## config.mk

```make
export PLATFORM = sky130hd
export DESIGN_NAME = speed_governor
export DESIGN_NICKNAME = d
export VERILOG_FILES = /design/src/rtl/speed_governor.sv
export SDC_FILE = /design/constraint.sdc
export NUM_CORES = 1
export LEC_CHECK = 0
export CORE_ASPECT_RATIO = 0.75
export CORE_MARGIN = 2
export CORE_UTILIZATION = 55
export CTS_CLUSTER_DIAMETER = 150
export DETAILED_ROUTE_END_ITERATION = 6
export PLACE_DENSITY = 0.77
export SETUP_SLACK_MARGIN = 0.05
export SLEW_MARGIN = 20
export SYNTH_ARGS = -nofsm -noshare
export SYNTH_HDL_FRONTEND = slang
export SYNTH_SLANG_ARGS = --single-unit
```

## constraint.sdc

```tcl
create_clock -name clk -period 5.8 [get_ports clk]
set_input_delay 1.45 -clock clk [delete_from_list [all_inputs] [get_ports clk]]
set_output_delay 1.45 -clock clk [all_outputs]
set_load 0.01 [all_outputs]
```

## src/rtl/speed_governor.sv

```systemverilog
// Cruise-control speed governor: tracks vehicle speed and a cruise setpoint across IDLE/CRUISE/ACCEL/DECEL.
// One-cycle latency, all outputs registered; no backpressure (inputs sampled every rising edge).
module speed_governor #(
  parameter logic [7:0] STEP       = 8'd5,
  parameter logic [7:0] MAX_SPEED  = 8'd200,
  parameter logic [7:0] MIN_CRUISE = 8'd40
) (
  input  logic       clk,
  input  logic       reset,
  input  logic       throttle,
  input  logic       brake,
  input  logic       set,
  input  logic       accel,
  input  logic       coast,
  input  logic       cancel,
  output logic [7:0] speed,
  output logic [7:0] cruise_speed,
  output logic       cruise_on,
  output logic [1:0] state
);

  typedef enum logic [1:0] {
    S_IDLE   = 2'b00,
    S_CRUISE = 2'b01,
    S_ACCEL  = 2'b10,
    S_DECEL  = 2'b11
  } state_t;

  state_t     r_state;
  logic [7:0] r_speed;
  logic [7:0] r_cruise;
  logic       r_cruise_on;

  logic [8:0] w_inc_sum;
  logic [7:0] w_inc;
  logic [8:0] w_dec_diff;
  logic [7:0] w_dec;
  logic [9:0] w_brk_diff;
  logic [7:0] w_brk;
  logic [7:0] w_idle_spd;
  logic [7:0] w_toward;
  logic       w_dec_low;
  logic       w_set_ok;

  // Arithmetic is widened so that saturation is decided on the true result, never a wrapped one.
  assign w_inc_sum  = {1'b0, r_speed} + {1'b0, STEP};
  assign w_inc      = (w_inc_sum > {1'b0, MAX_SPEED}) ? MAX_SPEED : w_inc_sum[7:0];
  assign w_dec_diff = {1'b0, r_speed} - {1'b0, STEP};
  assign w_dec      = w_dec_diff[8] ? 8'd0 : w_dec_diff[7:0];
  assign w_brk_diff = {2'b00, r_speed} - {1'b0, STEP, 1'b0};
  assign w_brk      = w_brk_diff[9] ? 8'd0 : w_brk_diff[7:0];

  assign w_idle_spd = throttle ? w_inc : w_dec;
  assign w_dec_low  = (w_dec < MIN_CRUISE);
  assign w_set_ok   = set && ((r_state != S_IDLE) || (r_speed >= MIN_CRUISE));

  always_comb begin
    w_toward = r_speed;
    if (r_speed < r_cruise) begin
      w_toward = (w_inc > r_cruise) ? r_cruise : w_inc;
    end else if (r_speed > r_cruise) begin
      w_toward = (w_dec < r_cruise) ? r_cruise : w_dec;
    end
  end

  always_ff @(posedge clk) begin
    if (reset) begin
      r_state     <= S_IDLE;
      r_speed     <= 8'd0;
      r_cruise    <= 8'd0;
      r_cruise_on <= 1'b0;
    end else if (brake) begin
      r_state     <= S_IDLE;
      r_speed     <= w_brk;
      r_cruise_on <= 1'b0;
    end else if (cancel) begin
      r_state     <= S_IDLE;
      r_speed     <= w_idle_spd;
      r_cruise_on <= 1'b0;
    end else if (w_set_ok) begin
      // Engage from IDLE or re-latch while engaged; speed is held this cycle.
      r_state     <= S_CRUISE;
      r_cruise    <= r_speed;
      r_cruise_on <= 1'b1;
    end else begin
      case (r_state)
        S_IDLE: begin
          r_speed <= w_idle_spd;
        end
        S_CRUISE: begin
          if (accel) begin
            r_state <= S_ACCEL;
            r_speed <= w_inc;
          end else if (coast) begin
            r_speed     <= w_dec;
            r_state     <= w_dec_low ? S_IDLE : S_DECEL;
            r_cruise_on <= !w_dec_low;
          end else if (throttle) begin
            r_speed <= w_inc;
          end else begin
            r_speed <= w_toward;
          end
        end
        S_ACCEL: begin
          if (accel) begin
            r_speed <= w_inc;
          end else begin
            r_state  <= S_CRUISE;
            r_cruise <= r_speed;
          end
        end
        S_DECEL: begin
          if (accel) begin
            r_state <= S_ACCEL;
            r_speed <= w_inc;
          end else if (coast) begin
            // Dropping under the engage floor disengages; setpoint is kept for reference.
            r_speed     <= w_dec;
            r_state     <= w_dec_low ? S_IDLE : S_DECEL;
            r_cruise_on <= !w_dec_low;
          end else begin
            r_state  <= S_CRUISE;
            r_cruise <= r_speed;
          end
        end
        default: begin
          r_state     <= S_IDLE;
          r_cruise_on <= 1'b0;
        end
      endcase
    end
  end

  assign speed        = r_speed;
  assign cruise_speed = r_cruise;
  assign cruise_on    = r_cruise_on;
  assign state        = r_state;

endmodule

```

; Word level (Yosys, flattened, before mapping)
; Cells that the tools add are included.
[totals]
ram_bits = 0
word_cells = 84
rom_bits = 0
latch_bits = 0
reg_bits = 19
mem_count = 0
in_bits = 8
[op_classes]
reduce_logical = 18
add_sub_neg = 3
n_eq_ne = 14
muxes = 35
n_mul = 0
n_div = 0
bitwise_logic = 2
shift = 0
order_cmp = 7
[ops]
columns = op, n
row1 = 8-bit 2-to-1 mux, 21
row2 = 8-bit case mux with 4 select lines, 1
row3 = 8-bit > comparator, 2
row4 = 8-bit less-than comparator, 2
row5 = 8-bit case mux with 2 select lines, 1
row6 = "3-bit != test, second input constant", 5
row7 = 2-bit 2-to-1 mux, 6
row8 = "8-bit by 3-bit adder with 9-bit output, second input constant", 1
row9 = "9-bit by 8-bit > comparator with 1-bit output, second input constant", 1
row10 = 3-bit AND reduction, 3
row11 = "8-bit by 3-bit subtractor with 9-bit output, second input constant", 1
row12 = "8-bit by 4-bit subtractor with 9-bit output, second input constant", 1
row13 = "8-bit by 6-bit >= comparator with 1-bit output, second input constant", 1
row14 = "8-bit by 6-bit less-than comparator with 1-bit output, second input constant", 1
row15 = "4-bit != test, second input constant", 2
row16 = "8-bit != test, second input constant", 1
row17 = 2-bit case mux with 3 select lines, 1
row18 = 6-bit AND reduction, 1
row19 = 2-bit nonzero test, 3
row20 = 3-bit nonzero test, 2
row21 = 1-bit 2-to-1 mux, 5
row22 = "5-bit != test, second input constant", 1
row23 = "2-bit == test, second input constant", 2
row24 = 4-bit AND reduction, 1
row25 = 12 further kinds, 13

; Longest topological paths before layout
; Gate-level depths: netlist (run 1).
[logic_depth]
depth_word = 13
depth_mapped = 19

; Worst setup path before layout (run 1)
; Ideal clock, no wire load.
[synth_path]
path_type = register to register
start = reg r_speed[2], in the netlist speed[2]
end = reg r_speed[0], in the netlist speed[0]
t_required_ns = 5.678
setup_ns = 0.122
synth_period_minus_slack_ns = 4.146
path_slack_ns = 1.654
t_arrival_ns = 4.024
stages_incl_launch_ff = 18
path_cell_list = dfxtp_1 -> clkbuf_1 -> inv_1 -> ha_1 -> a21o_1 -> a221o_1 -> a22o_1 -> and3_1 -> clkbuf_1 -> ha_1 -> nor2b_1 -> o211ai_1 -> o2111a_1 -> o21a_1 -> clkbuf_1 -> a211oi_1 -> o2111a_1 -> a311o_1
[synth_via]
elab_chain_cells = 13
word_cells_on_any_way = 32
cone_classes = 3 x add/sub / 6 x order compare / 2 x eq/ne / 18 x mux / 3 x reduce/logical
[synth_rtl]
columns = element, line
row1 = "start, declared", 30  ; logic [7:0] r_speed;
row2 = "start signal, assigned", 74  ; r_speed <= w_brk;
row3 = "start signal, assigned", 78  ; r_speed <= w_idle_spd;
row4 = "start signal, assigned", 88  ; r_speed <= w_idle_spd;
row5 = 8-bit by 3-bit adder with 9-bit output or 8-bit by 3-bit subtractor with 9-bit output (tied branches), "46, 48"
row6 = 9-bit by 8-bit > comparator with 1-bit output or 8-bit 2-to-1 mux (tied branches), "47, 49"
row7 = 8-bit 2-to-1 mux or 8-bit less-than comparator (tied branches), "47, 62"
row8 = 8-bit > comparator or 8-bit 2-to-1 mux (tied branches), "60, 62"
row9 = "8-bit 2-to-1 mux, on equally long branches", "60, 61"
row10 = 8-bit 2-to-1 mux, 59  ; if (r_speed < r_cruise) begin
row11 = 8-bit 2-to-1 mux, 98  ; end else if (throttle) begin
row12 = 8-bit 2-to-1 mux, 94  ; end else if (coast) begin
row13 = 8-bit 2-to-1 mux, 91  ; if (accel) begin
row14 = 8-bit case mux with 4 select lines, 86  ; case (r_state)
row15 = 8-bit 2-to-1 mux, 80  ; end else if (w_set_ok) begin
row16 = 8-bit 2-to-1 mux, 76  ; end else if (cancel) begin
row17 = 8-bit 2-to-1 mux, 72  ; end else if (brake) begin
; Parallel ways exist; a longest one is shown, timed or not. The select of a mux whose other input is x is not followed.
; A chain may end at the register's enable or synchronous reset.

; Final worst setup path (run 1)
[layout_path]
start = reg r_speed[0], in the netlist speed[0]
end = reg r_speed[5], in the netlist speed[5]
; Same word-level chain as after synthesis.

==> summary.json, run 1 <==
{
  "status": "completed",
  "timing.max_cap.violations": 0,
  "synth.top_cells.by_area": "sky130_fd_sc_hd__ha_1 (15%), sky130_fd_sc_hd__dfxtp_1 (13%), sky130_fd_sc_hd__a21oi_1 (7.1%)",
  "ir_drop_mv": 0.361,
  "globalRouteOverflowTotal": 0,
  "grt_pass1_vias": 2796,
  "worstPathRequired_ns": 5.93,
  "cts-root-to-sink-buffers": 2,
  "totalPowerFinal_w": 0.00165,
  "gp_routability_congestion": 1.02,
  "final_cell_utilization_of_the_core_pct": 64.1,
  "cts_sinks": 19,
  "route.vias.total": 3293,
  "dieHeight_um": 66.6,
  "detail_route.vias_per_cell": 6.86,
  "rsz_0062_raised_after_global_routing": "no",
  "totalNegativeSetupSlack_ns": 0,
  "synth_top_flop_cell": "sky130_fd_sc_hd__dfxtp_1",
  "layout_min_cycle_time_ns": 4.77,
  "ctsHoldBuffers": 0,
  "period_share_pct": 82.2,
  "dpl_worst_slack_ns": 1.25,
  "power.combinational.fraction_pct": 79.1,
  "die_width_um": 87.5,
  "htree_num_levels": 1,
  "final_critical_path_setup_slack_ns": 1.03,
  "min-delay-path-class": "reg2reg",
  "worst-slew-pin-transition_ns": 0.883,
  "synth_cells": 412,
  "post-cts-setup-buffer-count": 0,
  "seq_area_frac_synth_pct": 13.2,
  "fmax_mhz": 210,
  "synth_top_cell_by_area": "sky130_fd_sc_hd__ha_1",
  "synth_cell_types": 56,
  "max-slew-margin-rel_pct": 40.7,
  "final_layout_size_suffix_gt1_share_pct": 5.00,
  "worst_hold_slack_ns": 0.541,
  "cellLeakagePower_nw": 1.28,
  "sw_frac_of_total_pct": 58.6,
  "ant_diodes": 0,
  "route.detailed.drc": 0,
  "synth_area_sq_um": 2880,
  "synth-edff-count": 0,
  "root_buffer": "sky130_fd_sc_hd__clkbuf_8",
  "timing.critical_path.fanout_max": 14,
  "seqPwrFrac_pct": 14.9,
  "grt_max_degree": 24,
  "finish.net_count": 464,
  "floorplan_core_area_sq_um": 4950,
  "cts_tree": "done",
  "endpoint_kind": "register",
  "synth.ff_latch_count": 19,
  "synth_fp_nets": 455,
  "setup_viol": 0,
  "synthesis.area_per_instance_sq_um": 6.98,
  "depth_of_the_most_critical_reg_to_reg_path": 14,
  "global_route_wire_length_before_repair_mm": 14.8,
  "port_buffers": 26,
  "final_antenna_net_count": 0,
  "finalHoldViolCount": 0,
  "grt_antenna_before_repair": 0,
  "power.density_cell_area_nw_per_um2": 520,
  "post-dp-hpwl_mm": 7.38,
  "p_int_w": 0.000685,
  "tritoncts.num_buffers": 3,
  "min_delay_path_depth": 2,
  "power.clock.fraction_pct": 6.0,
  "cts_repair_resize_count": 0,
  "postSynth.asyncResetShare_pct": 0,
  "path_clk_slew_ns": 0.08,
  "grt_use_total_pct": 33.7,
  "initial_utilization_pct": 58.1,
  "drt_first_pass_iters": 6,
  "slew_violations": 0,
  "floorplan.rows": 22,
  "synth.most_common_cell": "sky130_fd_sc_hd__nor2_1",
  "die-area_sq_um": 5830,
  "synth_top_cell_area_share_pct": 15.2,
  "clk_latency_ns": 0.26,
  "pin_count": 27,
  "setup.worst_path.class": "reg2reg",
  "crit_arrival_ns": 4.89,
  "synth.cells.most_frequent": "sky130_fd_sc_hd__nor2_1 (42), sky130_fd_sc_hd__a21oi_1 (41), sky130_fd_sc_hd__ha_1 (35), sky130_fd_sc_hd__inv_1 (30), sky130_fd_sc_hd__nand2_1 (30)",
  "final.setup_skew_ns": 0.00210,
  "route.detailed.wl_per_inst_um": 19.9,
  "p_switching_w": 0.000968,
  "drt_iter0_drc": 463,
  "yosys_warnings": 0,
  "crit_path_launch_type": "register",
  "routed_wirelength_mm": 9.55,
  "flow.area_growth_from_synthesis_pct": 10.4
}
## final cells by class
cell class | count | area [sq um]
clock buffer | 4 | 45.0
fill | 450 | 1780
inverter | 30 | 113
multi-input combinational | 337 | 2270
sequential | 19 | 380
tap | 60 | 75.1
timing repair buffer | 30 | 290
## cells by family after synthesis
family	count (synthesis)	share of synthesized area, %
compound gates	144	33.7
mux	14	5.00
simple gates	137	22.9
buf+inv	56	7.87
xor+xnor	7	2.13
fa+ha+maj	35	15.2
flops	19	13.2
## cells in the final DEF (no fill, tap or decap), types with 3 or more instances in the layout
master | netlist | layout
sky130_fd_sc_hd__a21boi_0 | 3 | 3
sky130_fd_sc_hd__o31ai_1 | 3 | 3
sky130_fd_sc_hd__or2_2 | 3 | 3
sky130_fd_sc_hd__ha_1 | 35 | 35
sky130_fd_sc_hd__clkdlybuf4s50_1 | 0 | 26
sky130_fd_sc_hd__a21oi_1 | 41 | 41
sky130_fd_sc_hd__nand3_1 | 14 | 14
sky130_fd_sc_hd__o211ai_1 | 5 | 5
sky130_fd_sc_hd__o21bai_1 | 3 | 3
sky130_fd_sc_hd__nand4_1 | 7 | 7
sky130_fd_sc_hd__o2111a_1 | 3 | 3
sky130_fd_sc_hd__inv_1 | 30 | 30
sky130_fd_sc_hd__mux2i_1 | 11 | 11
sky130_fd_sc_hd__or3_1 | 3 | 3
sky130_fd_sc_hd__a31oi_1 | 8 | 8
sky130_fd_sc_hd__dfxtp_1 | 19 | 19
sky130_fd_sc_hd__a221o_1 | 4 | 4
sky130_fd_sc_hd__xnor2_1 | 7 | 7
sky130_fd_sc_hd__a21o_1 | 4 | 4
sky130_fd_sc_hd__clkbuf_8 | 0 | 3
sky130_fd_sc_hd__nor3_1 | 12 | 12
sky130_fd_sc_hd__o21a_1 | 5 | 5
sky130_fd_sc_hd__buf_4 | 0 | 4
sky130_fd_sc_hd__o21ai_0 | 28 | 28
sky130_fd_sc_hd__nor2_1 | 42 | 42
sky130_fd_sc_hd__a211oi_1 | 10 | 10
sky130_fd_sc_hd__mux2_2 | 3 | 3
sky130_fd_sc_hd__nor4_1 | 6 | 6
sky130_fd_sc_hd__nand2b_1 | 7 | 7
sky130_fd_sc_hd__nand2_1 | 30 | 30
sky130_fd_sc_hd__nor2b_1 | 7 | 7
## final timing paths
path,startpoint,to,slack [ns]
setup / recovery,speed[0],speed[5],1.03
hold / removal,cruise_speed[1],cruise_speed[1],0.54
setup reg to reg,speed[0],speed[5],1.03
hold reg to reg,cruise_speed[1],cruise_speed[1],0.54
## routing by layer
| layer | global-route usage (%) | share of wire, % | up-vias |
|---|---|---|---|
| met5 | 0 | 0 | - |
| met4 | 6.54 | 2.2 | 0 |
| met2 | 49.9 | 41 | 217 |
| li1 | - | - | 1544 |
| met1 | 47.2 | 42 | 1502 |
| met3 | 11.5 | 14 | 30 |
## worst max-delay path, stage by stage, from the launching register on
cell	delay, ns
sky130_fd_sc_hd__dfxtp_1	0.65
sky130_fd_sc_hd__inv_1	0.26
sky130_fd_sc_hd__ha_1	0.28
sky130_fd_sc_hd__nor2b_1	0.31
sky130_fd_sc_hd__nor3_1	0.21
sky130_fd_sc_hd__nor3_1	0.79
sky130_fd_sc_hd__ha_1	0.37
sky130_fd_sc_hd__o21ai_0	0.16
sky130_fd_sc_hd__a21oi_1	0.10
sky130_fd_sc_hd__o32ai_2	0.13
sky130_fd_sc_hd__nor2_1	0.20
sky130_fd_sc_hd__a221o_1	0.40
sky130_fd_sc_hd__o21ai_0	0.44
sky130_fd_sc_hd__a41o_1	0.25
sky130_fd_sc_hd__a21oi_1	0.06
## registers in the layout (all words and copies together) (netlist names)
name / count
cruise_speed: 8
speed: 8
state: 2
cruise_on: 1
## per-stage QoR
stage,instances,cell area (sq um)
detailed placement,476,3130
global placement,476,3130
finish,480,3180
floorplan,412,2880
CTS,480,3170
global route,480,3180
## power by group through the flow
stage	Clock (W)	Sequential (W)	Combinational [W]
2_1_floorplan	0	0.000193	0.00101
3_3_place_gp	0	0.000246	0.00124
3_5_place_dp	0	0.000246	0.00125
4_1_cts	0.0000996	0.000243	0.00126
5_1_grt	0.000103	0.000253	0.00142
6_report	0.0000991	0.000246	0.00131
Note: power is estimated with default switching activity, not from simulation.
==> run 2, diff against run 1 <==
==> constraint.sdc (replaced) <==
create_clock -name clk -period 4.4 [get_ports clk]
set_input_delay 1.1 -clock clk [delete_from_list [all_inputs] [get_ports clk]]
set_output_delay 1.1 -clock clk [all_outputs]
set_load 0.01 [all_outputs]
==> run 2 against run 1 <==
Non-clock buffer count is 15 higher; register-to-register slack worse by 0.86 ns; first-iteration DRC count rose by 23%; critical path depth decreased by 1; via count grew 3.3%; die area did not move; clock-buffer cell count did not move; clock skew rose by 0.0039 ns; sequential share of layout area fell by 0.44 points; setup slack got worse by 0.86 ns; global-route usage grew 2.2 points; largest power group unchanged.
==> summary.json, run 2 (synthesized netlist as in run 1, its figures left out) <==
{
  "ir_drop_mv": 0.524,
  "finish.net_count": 479,
  "final_critical_path_setup_slack_ns": 0.174,
  "final_antenna_net_count": 0,
  "global_route_wire_length_before_repair_mm": 15.9,
  "clk_latency_ns": 0.27,
  "power.density_cell_area_nw_per_um2": 711,
  "crit_arrival_ns": 4.36,
  "most-common-layout-cells": "sky130_fd_sc_hd__a21oi_1 (41), sky130_fd_sc_hd__nor2_1 (40), sky130_fd_sc_hd__ha_1 (35)",
  "totalNegativeSetupSlack_ns": 0,
  "final_layout_size_suffix_gt1_share_pct": 10.1,
  "cts-root-to-sink-buffers": 2,
  "flow.area_growth_from_synthesis_pct": 15.4,
  "cellLeakagePower_nw": 1.36,
  "grt_use_total_pct": 35.9,
  "post-dp-hpwl_mm": 8.00,
  "final.setup_skew_ns": 0.00598,
  "globalRouteOverflowTotal": 0,
  "route.detailed.drc": 0,
  "grt_antenna_before_repair": 0,
  "endpoint_kind": "register",
  "setup_viol": 0,
  "final_cell_utilization_of_the_core_pct": 67.0,
  "rsz_0062_raised_after_global_routing": "yes",
  "area.sequential_sq_um": 383,
  "floorplan_core_area_sq_um": 4950,
  "most_common_cell_after_layout_fill_and_taps_aside": "sky130_fd_sc_hd__a21oi_1",
  "cts_tree": "done",
  "die_width_um": 87.5,
  "depth_of_the_most_critical_reg_to_reg_path": 13,
  "dieHeight_um": 66.6,
  "timing.critical_path.fanout_max": 17,
  "grt_max_degree": 23,
  "initial_utilization_pct": 58.1,
  "finalHoldViolCount": 0,
  "gp_routability_congestion": 1.00,
  "worstPathRequired_ns": 4.53,
  "ctsHoldBuffers": 0,
  "layout_min_cycle_time_ns": 4.23,
  "max-slew-margin-rel_pct": 50.6,
  "ant_diodes": 0,
  "drt_iter0_drc": 570,
  "status": "completed",
  "htree_num_levels": 1,
  "die-area_sq_um": 5830,
  "worst_hold_slack_ns": 0.546,
  "cts_sinks": 19,
  "detail_route.vias_per_cell": 6.87,
  "detailed_place.area_sq_um": 3230,
  "port_buffers": 26,
  "drt_first_pass_iters": 7,
  "setup.worst_path.class": "reg2reg",
  "tritoncts.num_buffers": 3,
  "worst-slew-pin-transition_ns": 0.739,
  "multi_input_comb_area_sq_um": 2300,
  "floorplan.rows": 22,
  "slew_violations": 0,
  "layout.cell_area.non_filler_sq_um": 3320,
  "path_clk_slew_ns": 0.08,
  "root_buffer": "sky130_fd_sc_hd__clkbuf_8",
  "timing.max_cap.violations": 0,
  "filler_cells": 446,
  "min-delay-path-class": "reg2reg",
  "pin_count": 27,
  "routed_wirelength_mm": 10.3,
  "grt_pass1_vias": 2976,
  "period_share_pct": 96.1,
  "min_delay_path_depth": 2,
  "route.detailed.wl_per_inst_um": 20.8,
  "crit_path_launch_type": "register",
  "fmax_mhz": 237,
  "route.vias.total": 3402,
  "dpl_worst_slack_ns": -0.00376
}
run 2: stage by stage:
stage,power [W],instances
detailed placement,0.00209,489
finish,0.00236,495
global placement,0.00208,489
floorplan,0.00159,412
CTS,0.00224,493
global route,0.00252,495
run 2: worst paths after layout:
check / start / endpoint / slack (ns)
max: speed[3] / speed[5] / 0.17
min: cruise_speed[5] / cruise_speed[5] / 0.55
max reg2reg: speed[3] / speed[5] / 0.17
min reg2reg: cruise_speed[5] / cruise_speed[5] / 0.55
run 2: layout make-up:
cell class,count,area share (%)
flip-flops and latches,19,11.5
well taps,60,2.26
inverters,30,3.39
multi-input cells,337,69.3
clock buffers,4,1.36
repair buffers,45,12.1
run 2: critical path, stage by stage, from the launching register on:
cell and delay, ns:
sky130_fd_sc_hd__dfxtp_1 0.78, sky130_fd_sc_hd__o21ai_0 0.36, sky130_fd_sc_hd__a221o_1 0.40, sky130_fd_sc_hd__a22o_1 0.29
sky130_fd_sc_hd__and3_1 0.27, sky130_fd_sc_hd__ha_1 0.32, sky130_fd_sc_hd__nor2b_1 0.13, sky130_fd_sc_hd__o211ai_1 0.11
sky130_fd_sc_hd__o2111a_1 0.18, sky130_fd_sc_hd__o21a_2 0.30, sky130_fd_sc_hd__a221o_1 0.32, sky130_fd_sc_hd__o21ai_0 0.34
sky130_fd_sc_hd__a41o_1 0.22, sky130_fd_sc_hd__a21oi_1 0.06
run 2: where the power goes:
part           leakage (nW)  total (W)  internal (W)  switching [W]
Clock                0.0228   0.000130     0.0000647      0.0000655
Combinational          1.18    0.00198      0.000727        0.00125
Sequential            0.155   0.000248      0.000204      0.0000442
Total                  1.36    0.00236      0.000995        0.00136
run 2: timing repair:
item,CTS,global route
resized for setup,3,8
buffers inserted,0,2
pin swaps,0,1
setup endpoints to repair,2,8
run 2: layer usage:
metal	GRT usage [%]	wire [um]	share of wire (%)
met1	52.4	4220	41
met2	51.1	4200	41
met3	8.67	1520	15
met4	11.2	371	3.6
met5	0	0	0
